File: src/rtl/ccff_chain_loader_pkg.sv
// Shared types and sizing helpers for the CCFF chain loader.
// Counters are sized to hold the value CHAIN_LEN itself.
package ccff_pkg;

  typedef enum logic [2:0] {
    IDLE    = 3'd0,
    COLLECT = 3'd1,
    LOAD    = 3'd2,
    VERIFY  = 3'd3,
    DONE    = 3'd4
  } state_e;

  function automatic int num_words(input int chain_len, input int word_w);
    return (chain_len + word_w - 1) / word_w;
  endfunction

  function automatic int cnt_w(input int chain_len);
    return $clog2(chain_len + 1);
  endfunction

endpackage

File: src/rtl/ccff_chain_loader_if.sv
// Configuration word stream between the config source (master) and the loader (slave).
interface ccff_chain_loader_if #(
  parameter int WORD_W = 8
) ();

  logic              word_valid;
  logic [WORD_W-1:0] word_data;
  logic              word_ready;

  modport master (output word_valid, output word_data, input word_ready);
  modport slave  (input word_valid, input word_data, output word_ready);

endinterface

File: src/rtl/ccff_chain_loader.sv
// Collects config words into a shadow register, shifts them into the CCFF chain,
// then recirculates the chain once and flags any tail bit that differs from the shadow.
module ccff_chain_loader
  import ccff_pkg::*;
#(
  parameter int CHAIN_LEN = 16,
  parameter int WORD_W    = 8
) (
  input  logic                clk,
  input  logic                rst_n,
  input  logic                start,
  ccff_chain_loader_if.slave  cfg,
  output logic                busy,
  output logic                done,
  output logic                verify_err,
  output logic                prog_en,
  output logic                ccff_head,
  input  logic                ccff_tail
);

  localparam int NUM_WORDS = num_words(CHAIN_LEN, WORD_W);
  localparam int CNT_W     = cnt_w(CHAIN_LEN);
  localparam int IDX_W     = $clog2(CHAIN_LEN);
  localparam logic [CNT_W-1:0] LAST_WORD = CNT_W'(NUM_WORDS - 1);
  localparam logic [CNT_W-1:0] LAST_BIT  = CNT_W'(CHAIN_LEN - 1);
  localparam logic [CNT_W-1:0] CNT_ONE   = CNT_W'(1);

  state_e               state_q, state_d;
  logic [CNT_W-1:0]     cnt_q, cnt_d;
  logic [CHAIN_LEN-1:0] shadow_q, shadow_d;
  logic                 err_q, err_d;
  logic                 start_q, start_d;
  logic                 xfer;
  int                   idx;

  assign cfg.word_ready = (state_q == COLLECT);
  assign xfer           = cfg.word_valid & cfg.word_ready;
  assign busy           = (state_q != IDLE);
  assign done           = (state_q == DONE);
  assign prog_en        = (state_q == LOAD) || (state_q == VERIFY);
  assign verify_err     = err_q;

  // Verify recirculates the tail straight back into the head so the chain is restored.
  always_comb begin
    ccff_head = 1'b0;
    if (state_q == LOAD)   ccff_head = shadow_q[0];
    if (state_q == VERIFY) ccff_head = ccff_tail;
  end

  // NOTE: every always_comb output gets a default first so no path can infer a latch.
  always_comb begin
    state_d  = state_q;
    cnt_d    = cnt_q;
    shadow_d = shadow_q;
    err_d    = err_q;
    idx      = 0;
    // The registered start adds one cycle between the start pulse and COLLECT.
    start_d  = start && (state_q == IDLE);

    case (state_q)
      IDLE: begin
        if (start) err_d = 1'b0;
        if (start_q) begin
          state_d = COLLECT;
          cnt_d   = '0;
        end
      end
      COLLECT: begin
        if (xfer) begin
          for (int j = 0; j < WORD_W; j++) begin
            idx = int'(cnt_q) * WORD_W + j;
            if (idx < CHAIN_LEN) shadow_d[IDX_W'(idx)] = cfg.word_data[j];
          end
          if (cnt_q == LAST_WORD) begin
            state_d = LOAD;
            cnt_d   = '0;
          end else begin
            cnt_d = cnt_q + CNT_ONE;
          end
        end
      end
      LOAD, VERIFY: begin
        // Rotating the shadow keeps bit k at position 0 in shift cycle k of both phases.
        shadow_d = {shadow_q[0], shadow_q[CHAIN_LEN-1:1]};
        if (state_q == VERIFY && ccff_tail != shadow_q[0]) err_d = 1'b1;
        if (cnt_q == LAST_BIT) begin
          state_d = (state_q == LOAD) ? VERIFY : DONE;
          cnt_d   = '0;
        end else begin
          cnt_d = cnt_q + CNT_ONE;
        end
      end
      DONE:    state_d = IDLE;
      default: state_d = IDLE;
    endcase
  end

  // NOTE: sequential state uses non-blocking assignments so every flop samples pre-edge values.
  always_ff @(posedge clk or negedge rst_n) begin
    if (!rst_n) begin
      state_q  <= IDLE;
      cnt_q    <= '0;
      // NOTE: the shadow register is reset like any flop; it is a plain register, not a RAM.
      shadow_q <= '0;
      err_q    <= 1'b0;
      start_q  <= 1'b0;
    end else begin
      state_q  <= state_d;
      cnt_q    <= cnt_d;
      shadow_q <= shadow_d;
      err_q    <= err_d;
      start_q  <= start_d;
    end
  end

endmodule
File: src/flat_wrapper.sv
// flat-port wrapper written by rule: the top's interface ports become plain ports
module ccff_chain_loader_flat import ccff_pkg::*;
#(
  parameter int CHAIN_LEN = 16,
  parameter int WORD_W    = 8
)
  (clk, rst_n, start, busy, done, verify_err, prog_en, ccff_head, ccff_tail, cfg_word_valid, cfg_word_data, cfg_word_ready);
  ccff_chain_loader_if #(.WORD_W(WORD_W)) cfg_i ();
  input  logic clk;
  input  logic rst_n;
  input  logic start;
  output logic busy;
  output logic done;
  output logic verify_err;
  output logic prog_en;
  output logic ccff_head;
  input  logic ccff_tail;
  input wire logic [$bits(cfg_i.word_valid)-1:0] cfg_word_valid;
  input wire logic [$bits(cfg_i.word_data)-1:0] cfg_word_data;
  output wire logic [$bits(cfg_i.word_ready)-1:0] cfg_word_ready;
  assign cfg_i.word_valid = cfg_word_valid;
  assign cfg_i.word_data = cfg_word_data;
  assign cfg_word_ready = cfg_i.word_ready;
  ccff_chain_loader #(.CHAIN_LEN(CHAIN_LEN), .WORD_W(WORD_W)) u_core (.clk(clk), .rst_n(rst_n), .start(start), .cfg(cfg_i), .busy(busy), .done(done), .verify_err(verify_err), .prog_en(prog_en), .ccff_head(ccff_head), .ccff_tail(ccff_tail));
endmodule
File: config.mk
export PLATFORM = sky130hd
export DESIGN_NAME = ccff_chain_loader_flat
export DESIGN_NICKNAME = d
export VERILOG_FILES = /design/src/rtl/ccff_chain_loader_pkg.sv /design/src/rtl/ccff_chain_loader_if.sv /design/src/rtl/ccff_chain_loader.sv /design/src/flat_wrapper.sv
export SDC_FILE = /design/constraint.sdc
export NUM_CORES = 1
export LEC_CHECK = 0
export CAP_MARGIN = 10
export CORE_MARGIN = 4
export CORE_UTILIZATION = 51
export DETAILED_ROUTE_END_ITERATION = 10
export PLACE_DENSITY = 0.79
export SKIP_CTS_REPAIR_TIMING = 1
export SYNTH_ARGS = -nofsm -noshare
export SYNTH_HDL_FRONTEND = slang
export SYNTH_SLANG_ARGS = --single-unit
File: constraint.sdc
create_clock -name clk -period 2.2 [get_ports clk]
set_input_delay 0.44 -clock clk [delete_from_list [all_inputs] [get_ports clk]]
set_output_delay 0.44 -clock clk [all_outputs]
set_load 0.01 [all_outputs]
* Word level (Yosys, flattened, before mapping) *
Index checks and enable logic that the tools add are counted.

word-level totals
  register bits after elaboration = 26
  bits in latches = 0
  memory bits (writable) = 0
  bits in read-only memories = 0
  input bits = 13
  output and inout bits = 6
  logic and storage cells = 136
  memories kept = 0

cells by class
  add/sub/neg operators = 8
  multiply operators = 0
  div/mod/pow operators = 0
  $lt $le $gt $ge = 24
  equality and inequality tests = 13
  shift operators = 0
  multiplexer cells = 64
  bitwise operators = 1
  reductions and logical operators = 21

operators by type and width
  operator             number
  $mux 16              23
  $lt 32x6->1 const B  7
  $bwmux 16            8
  $lt 4x6->1 const B   8
  $add 8x3->9 const B  4
  $ge 4x1->1 const B   8
  $pmux 16 s2          1
  $demux 1 s4          7
  $mux 5               4
  $add 8x2->9 const B  2
  $mux 3               5
  $pmux 5 s3           1
  $mux 1               12
  $logic_and 1x1->1    10
  $add 8x1->9 const B  1
  $pmux 3 s3           1
  $lt 8x5->1 const B   1
  $eq 3x2->1 const B   2
  $ne 2x1->1 const B   3
  $ne 2x2->1 const B   3
  $reduce_and 3->1     2
  $reduce_bool 3->1    2
  $add 5x1->5 const B  1
  $eq 5x1->1 const B   1
  13 further kinds     14

* Depth between registers and ports, before layout *
Gate-level depths: netlist of run 1.

  depth after elaboration = 36
  depth in mapped cells = 7
  gate-level depth less buffers = 7

* Worst setup path after synthesis of run 1 *
OpenSTA, ideal clock, no wires.

  path kind = register -> register
  start = reg u_core.cnt_q[0]
  end = reg u_core.state_q[0]
  setup time = 125 ps
  arrival time = 1584 ps
  required time = 2075 ps
  path slack = 491 ps
  stages on the path, launching flop included = 8
  path buffers = 0
  clock period less this slack = 1709 ps
  cell sequence = dfrtp_1 -> ha_1 -> nand3_1 -> inv_1 -> ha_1 -> o22a_1 -> nand2_1 -> mux2_2

on the way
  word-level cells in the longest chain between the ends = 3
  elaborated cells on any way between the ends = 5
  those cells by class = eq/ne: 4; reduce/logical: 1

RTL lines
  what                                                       line                                              RTL
  start: declaration                                         ccff_chain_loader.sv:29                           logic [CNT_W-1:0] cnt_q, cnt_d;
  start signal: assignment                                   ccff_chain_loader.sv:109                          cnt_q <= cnt_d;
  $eq 5x1->1 / $eq 5x4->1 (equally long branches)            ccff_chain_loader.sv:74, ccff_chain_loader.sv:86
  $ne 2x2->1 (no line) / $ne 2x1->1 (equally long branches)  n/a
  $reduce_and 4->1 (no line) *                               n/a
  end signal: assignment                                     ccff_chain_loader.sv:108                          state_q <= state_d;
  end: declaration                                           ccff_chain_loader.sv:28                           state_e state_q, state_d;

Mark *: on every way between the ends. The rest lies on a longest branch, timed or not.
A chain may end at the register's enable or synchronous reset.

* Worst setup path in the final report of run 1 *
  start = reg u_core.state_q[1]
  end = out prog_en

on the way
  word-level cells in the longest chain between the ends = 2
  elaborated cells on any way between the ends = 3
  those cells by class = eq/ne: 2; reduce/logical: 1

RTL lines
  what                line                     RTL
  $eq 3x2->1          ccff_chain_loader.sv:40  assign prog_en = (state_q == LOAD) || (state_q == VERIFY);
  $logic_or 1x1->1 *  ccff_chain_loader.sv:40
  end: declaration    flat_wrapper.sv:15       output logic prog_en;

Marks and branches as above.

==> reports/summary.txt, run 1 <==
# clock sinks - 26
worst slew pin tran - 0.494 ns
critical path's slowest cell - clkdlybuf4s50_1
DRT antenna net count - 0
clock slew at reported path FFs - 0.14 ns
Hold WS - 0.460 ns
crit share post-route - 94.4%
number of diodes - 0
syn avg cell area - 9.89 sq um
Die Y - 57.8 um
crit-path max cell delay - 0.48 ns
GR Overflow Total - 0
crit path kind - reg -> out
Clock Skew - 0.00327 ns
first-pass GRT wire length - 4190 um
CP max FO - 6
initial core utilization - 55.1%
WP data arrival - 1.64 ns
Achievable Freq - 481 MHz
power per cell area - 1200 mW/mm^2
normalized max-slew margin - 66.6%
sequential area share after synthesis - 51.4%
Switching Share - 35.2%
vias per inst - 5.67
cell count after synthesis - 128
total power - 1.91 mW
Layout area overhead - 25.3%
metal3 WL - 119 um
switching power - 0.672 mW
residual DRC count - 0
Die W - 57.8 um
CP required - 1.76 ns
synthesized flop and latch total - 26
clock power share - 17.2%
Fin. Hold Viols - 0
P_leak - 0.874 nW
vias - 1026
maximum capacitance violations - 0
Synth Cell Area - 0.00127 sq mm
Placer Congestion - 0.834
TritonCTS clock tree - done
Syn. warnings - 0
I/O pin count - 19
Reg power frac - 39.0%
hold crit path type - in -> async
fin nets - 171
CTS root buf - clkbuf_4
H-tree depth - 1
die area - 0.00334 sq mm
Metal-1 WL - 1130 um
initial DRC count - 20
Post-Layout Cell Count - 181
number of global-route vias before repair - 993
crit-path leading delay family - buffers and inverters
initial antenna violation count - 0
fillers - 179
Max Root-Sink Buffers - 2
net count after synthesis - 145
fin crit period - 2.08 ns
Comb power frac - 43.7%
Yosys cell types - 35
1st-pass router iterations - 4
largest net degree at the start of global routing - 27
RSZ-0062 raised after global routing - no
Skew-Pair Late Insertion Delay - 0.32 ns
final WL - 2500 um
cts bufs inserted - 3
wire length on met2 - 1210 um
IO Port Bufs - 18
startpoint types - flip-flop
DR WL/cell - 13.8 um
CP Capture Type - output port
Placed Cells - 174
gr usage total - 16.2%
core area - 0.00230 sq mm
Max Slew Vio Count - 0
final setup vio count - 0
CP cell instances - buf_4, nand2b_2, clkinv_1, clkdlybuf4s50_1
uppermost layer routed - met4
status - complete, no violations
Peak VDD IR - 0.720 mV
dpl hpwl - 1800 um
WP buf/inv - 3
Internal - 1.24 mW
layout cell share with drive strength beyond 1 - 11.1%
row count - 17
## cells in the mapped netlist (all sizes together)
master | instances | area [sq um]
o22a | 1 | 8.76
mux2 | 1 | 11.3
and3 | 1 | 6.26
ha | 4 | 50.1
nor2b | 3 | 18.8
nor4b | 1 | 8.76
nor3b | 1 | 7.51
nand3 | 2 | 10.0
nor2 | 6 | 22.5
and2 | 1 | 6.26
a31oi | 1 | 6.26
nor4 | 1 | 6.26
or3b | 1 | 8.76
nand2b | 2 | 12.5
a21oi | 4 | 20.0
nor3 | 1 | 5.00
dfrtp | 26 | 651
a211oi | 1 | 7.51
or3 | 1 | 6.26
mux2i | 2 | 20.0
o21ai | 1 | 5.00
and4bb | 1 | 12.5
nand4b | 1 | 8.76
o2bb2ai | 2 | 17.5
o32ai | 1 | 8.76
xor2 | 1 | 8.76
clkbuf | 4 | 15.0
a21o | 9 | 67.6
o22ai | 3 | 18.8
buf | 2 | 12.5
clkinv | 1 | 3.75
inv | 7 | 26.3
nand2 | 26 | 97.6
a22o | 8 | 70.1
## metrics by stage
step	TNS [ns]	setup WS, ns	cell area [sq um]	util (%)
after global routing	0	0.0332	1590	69.1
final	0	0.123	1590	69.1
after floorplan	0	0.491	1270	-
after CTS	-0.267	-0.115	1550	67.5
after global placement	0	0.138	1500	65.3
after detailed placement	0	0.0513	1500	65.3
## worst register-to-register path, cell delays in order, from the launching register on
cell	delay, ns
dfrtp_1	0.47
ha_1	0.26
nand3_1	0.11
inv_1	0.05
ha_1	0.20
o22a_1	0.25
nand2_1	0.11
mux2_2	0.33
## sequential cells by signal (all words and copies together) (netlist names)
signal / cells
u_core.start_q: 1
u_core.state_q: 3
u_core.verify_err: 1
u_core.cnt_q: 5
u_core.shadow_q: 16
## cells in the final DEF, fill, tap and decap left out, types with 2 or more instances in the layout
master | Yosys | final
buf_4 | 1 | 8
nor2_1 | 6 | 6
nor2b_1 | 3 | 3
clkdlybuf4s50_1 | 0 | 14
o2bb2ai_1 | 2 | 2
o22ai_1 | 3 | 3
dlymetal6s2s_1 | 0 | 4
clkbuf_4 | 0 | 3
nand2_1 | 26 | 26
inv_1 | 7 | 7
dfrtp_2 | 0 | 2
a22o_1 | 8 | 8
dfrtp_1 | 26 | 24
mux2i_1 | 2 | 2
nand3_1 | 2 | 2
a21o_1 | 9 | 9
a21oi_1 | 4 | 4
ha_1 | 4 | 4
## final cells by class
class / count / area, sq um / area share, %
clock buffer: 3 / 22.5 / 1.42
clock inverter: 1 / 30.0 / 1.89
inverter: 8 / 30.0 / 1.89
multi-input combinational: 88 / 561 / 35.3
sequential: 26 / 653 / 41.2
tap: 28 / 35.0 / 2.21
timing repair buffer: 27 / 255 / 16.1
## kinds of logic (layout without fill, tap and decap cells)
logic type | count (synthesis) | in the layout | synth area share [%]
and+or+nand+nor | 49 | 49 | 18.8
AOI/OAI and AO/OA | 31 | 31 | 18.2
DFF | 26 | 26 | 51.4
buffers and inverters | 14 | 39 | 4.55
adders and majority gates | 4 | 4 | 3.95
muxes | 3 | 3 | 2.47
xor gates and xnor gates | 1 | 1 | 0.692
## routing by layer
metal,vias up,GRT usage [%]
met4,0,7.95
met1,501,19.4
met3,4,2.23
met5,-,0
met2,27,28.4
li1,494,-
## final timing paths
path | startpoint | to | slack, ns | depth (start not counted)
min reg2reg | u_core.shadow_q[15] | u_core.shadow_q[14] | 0.49 | 2
min | rst_n | u_core.shadow_q[14] | 0.46 | 2
min in group clk | u_core.shadow_q[15] | u_core.shadow_q[14] | 0.49 | 2
max | u_core.state_q[1] | prog_en | 0.12 | 4
max in group asynchronous | rst_n | u_core.state_q[1] | 1.48 | 2
max reg2reg | u_core.cnt_q[0] | u_core.state_q[0] | 0.34 | 7
## power by group through the flow
stage | clock network, mW | registers (mW) | logic, mW
3_3_place_gp | 0 | 0.748 | 0.790
2_1_floorplan | 0 | 0.726 | 0.548
3_5_place_dp | 0 | 0.759 | 0.809
5_1_grt | 0.355 | 0.763 | 0.936
6_report | 0.329 | 0.745 | 0.835
4_1_cts | 0.338 | 0.747 | 0.817
No activity file was read; power rests on OpenSTA's default activity.
==> run 2: changes to the inputs <==
Settings changed: CTS_CLUSTER_SIZE set to 14, GPL_ROUTABILITY_DRIVEN set to 1.
==> results of run 2 <==
The final DEF is identical to that of run 1; final timing and power are the same.
